**config.mk**
```make
export PLATFORM = sky130hd
export DESIGN_NAME = gbc_gamepak_phy_target
export DESIGN_NICKNAME = d
export VERILOG_FILES = /design/src/rtl/gbc_gamepak_phy_target.sv
export SDC_FILE = /design/constraint.sdc
export NUM_CORES = 1
export LEC_CHECK = 0
export ABC_AREA = 1
export CORE_UTILIZATION = 49
export CTS_CLUSTER_DIAMETER = 60
export DETAILED_ROUTE_END_ITERATION = 12
export PLACE_DENSITY_LB_ADDON = 0.1
export SLEW_MARGIN = 20
export SYNTH_ARGS = -nofsm -noshare
export SYNTH_HDL_FRONTEND = slang
export SYNTH_SLANG_ARGS = --single-unit
export TNS_END_PERCENT = 10
```
**constraint.sdc**
```tcl
create_clock -name Clk -period 2 [get_ports Clk]
set_clock_uncertainty 0.1 [all_clocks]
set_input_delay 0.4 -clock Clk [delete_from_list [all_inputs] [get_ports Clk]]
set_output_delay 0.4 -clock Clk [all_outputs]
set_load 0.05 [all_outputs]
```
**src/rtl/gbc_gamepak_phy_target.sv**
```systemverilog
// gbc_gamepak_phy_target: Wishbone classic target producing Game Boy cartridge pin timing.
// Define GBC_PAK_PHI_EN to generate PakPhi and align each pin cycle to PHI-low.
module gbc_gamepak_phy_target #(
   parameter int SetupTicks     = 20,
   parameter int StrobeTicks    = 100,
   parameter int HoldTicks      = 20,
   parameter int ResetHoldTicks = 1000,
   parameter int PhiHalfTicks   = 100
) (
   input  logic        Clk,
   input  logic        Reset,
   input  logic        WbCyc,
   input  logic        WbStb,
   input  logic        WbWe,
   input  logic [15:0] WbAdr,
   input  logic [7:0]  WbDatI,
   output logic [7:0]  WbDatO,
   output logic        WbAck,
   output logic        WbStall,
   output logic [15:0] PakAddr,
   output logic [7:0]  PakDOut,
   output logic        PakDOE,
   input  logic [7:0]  PakDIn,
   output logic        PakRdN,
   output logic        PakWrN,
   output logic        PakCsN,
   output logic        PakResetN,
   output logic        PakPhi
);
   localparam int CW = 10;

   if (SetupTicks < 1 || SetupTicks > 255 || StrobeTicks < 1 || StrobeTicks > 1023 ||
       HoldTicks < 1 || HoldTicks > 255 || ResetHoldTicks < 1 || ResetHoldTicks > 65535 ||
       PhiHalfTicks < 1) begin : g_bad_param
      $error("gbc_gamepak_phy_target: tick parameter out of range");
   end

   typedef enum logic [2:0] {IDLE, SETUP, STROBE, HOLD, ACK, FAST} state_t;

   state_t         state, state_nxt;
   logic [CW-1:0]  cnt, cnt_nxt;
   logic [15:0]    rst_cnt;
   logic [15:0]    addr;
   logic [7:0]     wdat, rdat;
   logic           we, abort, req, accept, fast, pin, phi_wait;

   assign req     = WbCyc & WbStb;
   assign fast    = WbAdr[15:14] == 2'b11;
   assign WbStall = !Reset && (state != IDLE || !PakResetN || phi_wait);
   assign accept  = req && !WbStall && PakResetN;
   assign pin     = state == SETUP || state == STROBE || state == HOLD;

   always_comb begin
      state_nxt = state;
      cnt_nxt   = cnt;
      case (state)
         IDLE: if (accept) begin
            state_nxt = fast ? FAST : SETUP;
            cnt_nxt   = CW'(SetupTicks - 1);
         end
         SETUP: if (cnt == '0) begin
            state_nxt = STROBE;
            cnt_nxt   = CW'(StrobeTicks - 1);
         end else cnt_nxt = cnt - 1'b1;
         STROBE: if (cnt == '0) begin
            state_nxt = HOLD;
            cnt_nxt   = CW'(HoldTicks - 1);
         end else cnt_nxt = cnt - 1'b1;
         HOLD: if (cnt == '0) begin
            state_nxt = ACK;
            cnt_nxt   = '0;
         end else cnt_nxt = cnt - 1'b1;
         default: begin
            state_nxt = IDLE;
            cnt_nxt   = '0;
         end
      endcase
   end

   always_ff @(posedge Clk) begin
      if (Reset) begin
         state     <= IDLE;
         cnt       <= '0;
         rst_cnt   <= '0;
         PakResetN <= 1'b0;
         addr      <= '0;
         wdat      <= '0;
         rdat      <= 8'hFF;
         we        <= 1'b0;
         abort     <= 1'b0;
      end else begin
         state <= state_nxt;
         cnt   <= cnt_nxt;
         if (!PakResetN) begin
            rst_cnt   <= rst_cnt + 1'b1;
            PakResetN <= rst_cnt == 16'(ResetHoldTicks - 1);
         end
         // Out-of-range accesses leave the address and data pins untouched.
         if (accept) begin
            we    <= WbWe;
            abort <= 1'b0;
            if (!fast) begin
               addr <= WbAdr;
               wdat <= WbDatI;
            end
         end else if (!req) abort <= 1'b1;
         if (state == STROBE && cnt == '0) rdat <= PakDIn;
      end
   end

   assign PakAddr = addr;
   assign PakDOut = wdat;
   assign PakDOE  = we && pin;
   assign PakCsN  = !(pin && addr[15:13] == 3'b101);
   assign PakRdN  = !(!we && (state == SETUP || state == STROBE));
   assign PakWrN  = !(we && state == STROBE);
   assign WbAck   = (state == ACK || state == FAST) && !abort;
   assign WbDatO  = (state == ACK && !we) ? rdat : 8'hFF;

`ifdef GBC_PAK_PHI_EN
   localparam int PW = $clog2(PhiHalfTicks + 1);
   logic [PW-1:0] phi_cnt;
   // Also wait when PHI is about to rise so SETUP always begins in PHI-low.
   assign phi_wait = PakPhi || phi_cnt == PW'(PhiHalfTicks - 1);
   always_ff @(posedge Clk) begin
      if (Reset || !PakResetN) begin
         phi_cnt <= '0;
         PakPhi  <= 1'b0;
      end else if (phi_cnt == PW'(PhiHalfTicks - 1)) begin
         phi_cnt <= '0;
         PakPhi  <= !PakPhi;
      end else phi_cnt <= phi_cnt + 1'b1;
   end
`else
   assign phi_wait = 1'b0;
   assign PakPhi   = 1'b0;
`endif
endmodule

```
Word-level counts from Yosys, hierarchy flattened
Cells that the tools add are included.
Cells by class
  add/sub/neg operators: 2
  equal/unequal tests: 12
  mux-type cells: 13
  bitwise gates (word level): 2
  reduce and logical (&&, ||, !) cells: 28
Operator list (count)
  $mux W10: 4
  $pmux W10 S4: 1
  $add A16 B1 Y16 const B: 1
  $eq A16 B10 Y1 const B: 1
  $mux W3: 5
  $pmux W3 S4: 1
  $logic_and A1 B1 Y1: 10
  $logic_not A10 Y1: 1
  $sub A10 B1 Y10 const B: 1
  $eq A3 B3 Y1 const B: 3
  $logic_not A1 Y1: 8
  $mux W8: 1
  $eq A3 B2 Y1 const B: 2
  $ne A2 B1 Y1 const B: 3
  $logic_or A1 B1 Y1: 4
  $reduce_and A4 Y1: 1
  $eq A3 B1 Y1 const B: 1
  $logic_not A3 Y1: 1
  $reduce_bool A3 Y1: 1
  $eq A2 B2 Y1 const B: 1
  $ne A2 B2 Y1 const B: 1
  $reduce_and A2 Y1: 1
  $reduce_or A2 Y1: 1
  $and A1 B1 Y1: 1
  other kinds (2): 2
Word-level totals
  register bits: 64
  output and inout bits: 40

Logic depth before layout (Yosys ltp)
Gate-level depths: netlist (run 1).
  depth in word-level cells: 8
  depth in mapped cells: 11
  depth with buffers taken out: 11

Worst setup path before layout (run 1)
OpenSTA, ideal clock, no wires.
  path kind: reg2out
  from: register state[2]
  to: output port WbDatO[0]
  data arrival time: 1.645 ns
  data required time: 1.500 ns
  path slack: -0.145 ns
  cell stages (with the launch flop): 4
  buffers on the path: 0
  path through: dfxtp_1 inv_1 nor4_1 nand2_1
Between the ends
  longest elaborated chain between the ends: 3
RTL lines
  from (decl): RTL line 40  | state_t state, state_nxt;
  from (signal assigned): RTL line 92  | state <= state_nxt;
  $eq A3 B3 Y1: RTL line 118  | assign WbDatO = (state == ACK && !we) ? rdat : 8'hFF;
  $logic_and A1 B1 Y1: RTL line 118
  $mux W8: RTL line 118
  to (decl): RTL line 17  | output logic [7:0] WbDatO,
Every way passes these cells.

Worst setup path after layout (run 1)
  from: register wdat[7], in the netlist PakDOut[7]
  to: output port PakDOut[7]
RTL lines
  from (decl): RTL line 44  | logic [7:0] wdat, rdat;
  from (signal assigned): RTL line 104  | wdat <= WbDatI;
  to (decl): RTL line 21  | output logic [7:0] PakDOut,
No word-level cell between the ends.

==> results.toml, run 1 <==
[status]
outcome = "finished clean"

[detailed_routing]
routed_wl_um = 7040
wl_per_cell_um = 12.4
routed_via_density = 5.13
vias = 2918
drc_errors = 0
initialDrtViolationCount = 156
ant_nets = 0
first_pass_iters = 5

[die]
rows = 27
fp.dieH_um = 79.6
start_util_pct = 52.3
core-area_um2 = 5640
io_pins = 77
die_area_um2 = 6340
fp.dieW_um = 79.6

[setup_path]
worstPathArrival_ns = 1.47
criticalPathCategory = "reg -> out"
crit_required_ns = 1.50
critPathMaxStageDelay_ns = 0.80
worstSetupStartpoint = "PakDOut[7]"
slowest_stage = "clkdlybuf4s50_1"
cp_top_family = "buffers and inverters"
worstPathMaxFanout = 2
path_buf_inv = 1
end_kind = "output pin"
crit_chain = "clkdlybuf4s50_1"
crit_path_start_kind = "flip-flop"
reg2reg_from = "rst_cnt[0]"

[placement]
gp_congestion = 0.856
dpl_cell_area_um2 = 3790
pre_cts_ws_ns = -0.0112
dp.cells = 554
hpwl_um = 5100
io_buffer_count = 75

[yosys]
synth-async-reset-ratio_pct = 0
synth_fp_nets = 450
synth_warnings = 0
synth_cell_types = 30
yosysMostFrequentCell = "nand2_1"
syn_area_per_cell_um2 = 7.20
synth_top_area_share_pct = 43.4
synthesis.area_um2 = 2950
synth_area_leaders = "dfxtp_1 (43%), nand2_1 (13%), a21oi_1 (7.0%)"
synthesis.instances = 410
ys_ff_latch = 64
synth_commonest_cells = "nand2_1 (105), dfxtp_1 (64), inv_1 (48)"
synth_area_leader_cell = "dfxtp_1"
synth_edf_count = 0
seq_area_frac_synth_pct = 43.4
synth-main-ff-cell = "dfxtp_1"

[timing]
worst_pin_slew_ns = 0.516
period_needed_ns = 1.97
final_max_slew_viol_count = 0
timing.final.ws_setup_ns = 0.0288
relSlewSlack_pct = 65.6
hold_ws_ns = 0.358
rsz0062_at_grt = "true"
hold_violations = 0
fmax_ghz = 0.507
fin_crit_sh_pct = 98.6
setup_viol = 0

[cells_and_area]
multiInputGateArea_um2 = 1390
ff_latch_area_um2 = 1290
stdcell_count = 569
fill_cells = 483
drive_gt1_share_pct = 12.1
finalInstanceArea_um2 = 4030
area_growth_pct = 36.5
n_antenna_cell = 0
final_nets = 533

[clocking]
cts_made_buffers = 9
htreeDepth = 3
clockBufferDepth = 2
cts_root_buf = "clkbuf_8"
cts_hold_buf = 0
clkTransAtPathRegs_ns = 0.07
post_cts_buffers = 0
cts_tree = "yes"
clk_latency_ns = 0.34
clock-sinks = 64

[global_routing]
grt_pass1_vias = 2640
overflow = 0
grt_usage_pct = 23.9
grt_max_degree = 36
antenna_found_initial = 0
grt_pass1_wl_um = 11700

[power]
peakVddDrop_mv = 0.798
p_per_area_nw_per_um2 = 951
p_total_mw = 3.83
power_leakage_nw = 1.85

[run]
cap_violations = 0

[min_path]
hold_path_class = "reg -> reg"
holdCritStartpoint = "PakAddr[0]"
## cells by family (layout without fill, tap and decap cells)
group	count (synthesis)	count (layout)	share of synthesized area, %
other	1	1	0.127
adder cells (fa/ha/maj)	3	3	1.27
AO/OA/AOI/OAI	65	65	12.0
XOR/XNOR	6	6	1.78
flip-flops	64	64	43.4
AND/OR/NAND/NOR	208	208	31.6
buffers and inverters	63	150	9.84
## flip-flops by register name, indices dropped and copies added (netlist names)
signal	cells
PakAddr	16
PakDOut	8
PakResetN	1
abort	1
cnt	10
rdat	8
rst_cnt	16
state	3
we	1
## cell usage in the layout (no fill, tap or decap), types with 2 or more instances in the layout
cell type	instances
xor2_1	5
nand3_1	35
buf_12	5
dfxtp_1	61
clkdlybuf4s50_1	41
dlymetal6s2s_1	10
nand2_1	104
nor2_4	3
a21oi_1	41
o211ai_1	9
nand4_1	6
buf_6	4
inv_1	47
dlygate4sd2_1	6
dfxtp_4	2
clkbuf_8	10
nor2_1	39
inv_2	2
o21ai_0	13
nand3_2	3
nand2_4	2
nor3_1	10
clkinv_2	3
ha_1	3
buf_4	20
## area by class of cell
class	instances	share of cell area, %
clock inverters	4	1.12
clock buffers	11	3.51
multi-input cells	283	34.6
well taps	72	2.24
flip-flops and latches	64	32.0
repair buffers	86	21.9
inverters	49	4.57
## path summary, 6_finish.rpt
kind / cells past startpoint / to / slack, ns
max: 1 / PakDOut[7] / 0.03
min: 2 / PakAddr[0] / 0.36
max reg2reg: 9 / rst_cnt[14] / 0.21
min reg2reg: 2 / PakAddr[0] / 0.36
## routing by layer
metal  track usage [%]  vias up  part of all wire, %
li1                  -     1487                    -
met1              29.3     1332                   44
met2              39.7       85                   48
met3              5.37       14                  6.5
met4              11.1        0                  1.8
met5                 0        -                    0
## power breakdown
group          internal [mW]  total, mW  switching [mW]  leakage [nW]
Clock                  0.597       1.08           0.480        0.0989
Sequential              1.38       1.47          0.0889         0.520
Combinational          0.492       1.28           0.790          1.23
## what timing repair did
item | 4_1_cts | 5_1_grt
gates resized for setup | 8 | 20
endpoints found under the hold margin | 0 | 0
pin swaps | 0 | 0
endpoints found under the setup margin | 16 | 21
## per-stage QoR
step | util (%) | setup TNS, ns
after detailed placement | 67.2 | -0.0112
after floorplan | - | -0.145
final | 71.4 | 0
after CTS | 70.4 | 0
after global routing | 71.4 | -0.00221
after global placement | 67.2 | 0
Power figures use the tool's default switching activity.
==> run 2, diff against run 1 <==
SETUP_SLACK_MARGIN = 0.15   (was default)
==> results.toml, run 2 (synthesis results as in run 1) <==
[detailed_routing]
wl_per_cell_um = 12.3
drc_errors = 0
first_pass_iters = 5
ant_nets = 0
routed_via_density = 5.12
initialDrtViolationCount = 218
vias = 2912
routed_wl_um = 7030

[cells_and_area]
finalInstanceArea_um2 = 4030
n_antenna_cell = 0
final_nets = 533
fin_util_pct = 71.5
final_cell_mix = "nand2_1 (102), dfxtp_1 (61), inv_1 (47)"
final_common_cell = "nand2_1"
drive_gt1_share_pct = 13.1
area_growth_pct = 36.6
fill_cells = 480

[die]
io_pins = 77
rows = 27
die_area_um2 = 6340
fp.dieH_um = 79.6
core-area_um2 = 5640
start_util_pct = 52.3
fp.dieW_um = 79.6

[timing]
hold_violations = 0
fmax_ghz = 0.525
rsz0062_at_grt = "true"
final_max_slew_viol_count = 0
timing.final.ws_setup_ns = 0.0939
worst_pin_slew_ns = 0.508
setup_viol = 0
period_needed_ns = 1.91
fin_crit_sh_pct = 95.3
relSlewSlack_pct = 66.3

[status]
outcome = "finished clean"

[setup_path]
worstPathArrival_ns = 1.41
worst-r2r-setup-slack_ns = 0.27
crit_path_start_kind = "flip-flop"
crit_required_ns = 1.50
end_kind = "output pin"
worstPathMaxFanout = 8
criticalPathCategory = "reg -> out"

[clocking]
clk_latency_ns = 0.34
cts_hold_buf = 0
clkTransAtPathRegs_ns = 0.07
htreeDepth = 3
post_cts_buffers = 0
cts_made_buffers = 9
cts_root_buf = "clkbuf_8"
clockBufferDepth = 2
cts_tree = "yes"
clock-sinks = 64

[global_routing]
grt_max_degree = 36
antenna_found_initial = 0
grt_usage_pct = 24.1
grt_pass1_vias = 2637
overflow = 0
grt_pass1_wl_um = 11800

[run]
cap_violations = 0

[min_path]
hold_path_class = "reg -> reg"

[placement]
pre_cts_ws_ns = -0.0112
io_buffer_count = 75
gp_congestion = 0.856
hpwl_um = 5100
dpl_cell_area_um2 = 3790

[power]
internal-power_mw = 2.47
swShare_pct = 35.7
seq_power_share_pct = 38.4
p_sw_mw = 1.37
power_frac_clock_pct = 28.0
power_leakage_nw = 1.75
p_per_area_nw_per_um2 = 953
peakVddDrop_mv = 0.802
combPwrFrac_pct = 33.6
## run 2: cell types whose count changed in the layout (fill, tap and decap cells not counted), sizes merged
cell,before,now
dlymetal6s2s,10,0
clkdlybuf4s50,41,36
dlygate4sd2,6,21
## run 2: metal layers
layer | track usage, % | share of wire (%) | up-vias
met5 | 0 | 0 | -
met4 | 10.7 | 1.7 | 0
met3 | 5.37 | 6.1 | 12
met2 | 40.3 | 48 | 86
met1 | 29.5 | 44 | 1328
li1 | - | - | 1486
## run 2: area by class of cell
cell class	instances	area (um^2)	area share (%)
well taps	72	90.1	2.23
repair buffers	86	862	21.4
flip-flops and latches	64	1290	32.0
clock buffers	11	141	3.51
multi-input cells	283	1420	35.2
inverters	49	184	4.56
clock inverters	4	45.0	1.12
## run 2: repair_timing
item                       4_1_cts  5_1_grt
cloned                           0        0
setup endpoints to repair       35       24
gates resized for setup         39        6
## run 2: final timing paths
check,cells past startpoint,start,to
worst min-delay path,2,PakDOut[7],PakDOut[7]
worst min register to register,2,PakDOut[7],PakDOut[7]
worst max register to register,10,cnt[0],cnt[8]
worst max-delay path,4,state[0],WbDatO[3]
## run 2: worst max-delay path: stages, from the launching register on
cell and delay (ns):
dfxtp_4 0.38, nor4_4 0.29, buf_6 0.17, nand2_1 0.07
buf_6 0.15
## run 2: power groups by stage
stage	Clock [mW]	Combinational, mW	Sequential (mW)
floorplan	0	0.903	1.47
global placement	0	1.25	1.49
detailed placement	0	1.27	1.49
CTS	1.10	1.28	1.47
global route	1.15	1.46	1.49
finish	1.08	1.29	1.48
## run 2: per-stage QoR
step | total power, mW | setup TNS [ns] | hold slack [ns] | instances
5_1_grt | 4.10 | 0 | 0.371 | 569
3_3_place_gp | 2.73 | 0 | 0.348 | 554
4_1_cts | 3.85 | 0 | 0.359 | 569
3_5_place_dp | 2.76 | -0.0112 | 0.351 | 554
2_1_floorplan | 2.37 | -0.145 | 0.345 | 410
6_report | 3.84 | 0 | 0.357 | 569
==> run 3, diff against run 2 <==
==> constraint.sdc (replaced) <==
create_clock -name Clk -period 2 [get_ports Clk]
set_clock_uncertainty 0.1 [all_clocks]
set_input_delay 0.4 -clock Clk [delete_from_list [all_inputs] [get_ports Clk]]
set_output_delay 0.4 -clock Clk [all_outputs]
set_load 0.005 [all_outputs]
==> results.toml, run 3 (synthesis results as in run 1) <==
[timing]
timing.final.ws_setup_ns = 0.0307
final_max_slew_viol_count = 0
setup_viol = 0
rsz0062_at_grt = "true"
hold_violations = 0
period_needed_ns = 1.97
fin_crit_sh_pct = 98.5
fmax_ghz = 0.508

[setup_path]
critPathMaxStageDelay_ns = 0.37
cp_top_family = "buffers and inverters"
worstPathArrival_ns = 1.47
reg2reg_from = "state[1]"
end_kind = "output pin"
worstPathMaxFanout = 5
worst-r2r-setup-slack_ns = 0.04
crit_path_start_kind = "flip-flop"
worstSetupStartpoint = "state[1]"
slowest_stage = "dfxtp_4"
crit_required_ns = 1.50
r2r-end = "PakAddr[2]"
reg2reg_depth = 11
criticalPathCategory = "reg -> out"
crit_chain = "buf_4, nor2_4, buf_12, nand2_8, o21ai_2, inv_2, buf_6"
path_buf_inv = 4

[placement]
gp_congestion = 0.835
dp.cells = 559
pre_cts_ws_ns = -0.0670
io_buffer_count = 75
hpwl_um = 4930

[die]
core-area_um2 = 5640
fp.dieW_um = 79.6
fp.dieH_um = 79.6
rows = 27
io_pins = 77
start_util_pct = 52.3
die_area_um2 = 6340

[cells_and_area]
final_common_cell = "nand2_1"
final_nets = 551
fin_util_pct = 73.1
final_cell_mix = "nand2_1 (103), clkdlybuf4s50_1 (61), dfxtp_1 (60)"
stdcell_count = 585
n_antenna_cell = 0
drive_gt1_share_pct = 14.4
area_growth_pct = 39.7

[status]
outcome = "finished clean"

[run]
cap_violations = 0

[detailed_routing]
vias = 2973
routed_via_density = 5.08
first_pass_iters = 4
drc_errors = 0
wl_per_cell_um = 12.7
initialDrtViolationCount = 210
routed_wl_um = 7450
ant_nets = 0

[clocking]
htreeDepth = 3
cts_hold_buf = 0
clkTransAtPathRegs_ns = 0.06
cts_tree = "yes"
cts_root_buf = "clkbuf_8"
clockBufferDepth = 2
clock-sinks = 64
cts_made_buffers = 9
clk_latency_ns = 0.34

[global_routing]
grt_max_degree = 36
overflow = 0
grt_pass1_vias = 2782
antenna_found_initial = 0
grt_usage_pct = 23.6
grt_pass1_wl_um = 11700

[min_path]
hold_path_class = "reg -> reg"
holdCritStartpoint = "PakDOut[3]"
whs_endpoint = "PakDOut[3]"
min_path_cells = 2

[power]
power_leakage_nw = 1.67
p_per_area_nw_per_um2 = 911
p_total_mw = 3.76
peakVddDrop_mv = 0.751
run 3: area by class of cell:
type                    instances  area, um^2
repair buffers                103         947
flip-flops and latches         64        1290
clock inverters                 1        5.00
clock buffers                  12         155
inverters                      49         184
fillers                       438        1520
multi-input cells             284        1450
well taps                      72        90.1
run 3: worst reg2reg max path, stage by stage (launching register included):
cell and delay, ns:
dfxtp_4 0.37, buf_4 0.15, nor2_4 0.14, buf_12 0.13
nand2_8 0.05, o21ai_2 0.12, inv_2 0.06, buf_4 0.16
nor2_8 0.19, buf_4 0.18, nand3_1 0.08, a21oi_1 0.16
run 3: per-layer routing:
metal  up-vias  track usage [%]  routed length (um)
met5         -                0                   0
met4         0             12.0                 173
met3        17             5.60                 396
met2        96             41.7                3610
met1      1340             26.1                3270
li1       1520                -                   -
run 3: how the worst max path moves through the flow:
stage,end,depth (start not counted)
3_5_place_dp,WbStall,5
3_3_place_gp,WbStall,5
4_1_cts,WbDatO[1],5
2_1_floorplan,WbDatO[0],3
6_report,WbStall,7
5_1_grt,PakAddr[2],11
run 3: report_power, final:
group | switching [mW] | total, mW | internal [mW]
Sequential | 0.0874 | 1.47 | 1.38
Combinational | 0.786 | 1.34 | 0.552
Clock | 0.453 | 0.948 | 0.495
run 3: what timing repair did:
| item | CTS | global route |
|---|---|---|
| gates cloned | 0 | 2 |
| endpoints found under the setup margin | 14 | 47 |
| resized for setup | 52 | 12 |
| pin swaps | 4 | 5 |
| buffers inserted | 6 | 5 |
run 3: per-stage QoR:
| stage | instance area (um^2) | setup TNS, ns | hold WS (ns) |
|---|---|---|---|
| 5_1_grt | 4120 | -0.210 | 0.388 |
| 6_report | 4120 | 0 | 0.364 |
| 3_5_place_dp | 3800 | -0.0670 | 0.356 |
| 3_3_place_gp | 3800 | -0.0677 | 0.347 |
| 2_1_floorplan | 2950 | 0 | 0.345 |
| 4_1_cts | 4050 | -0.105 | 0.365 |
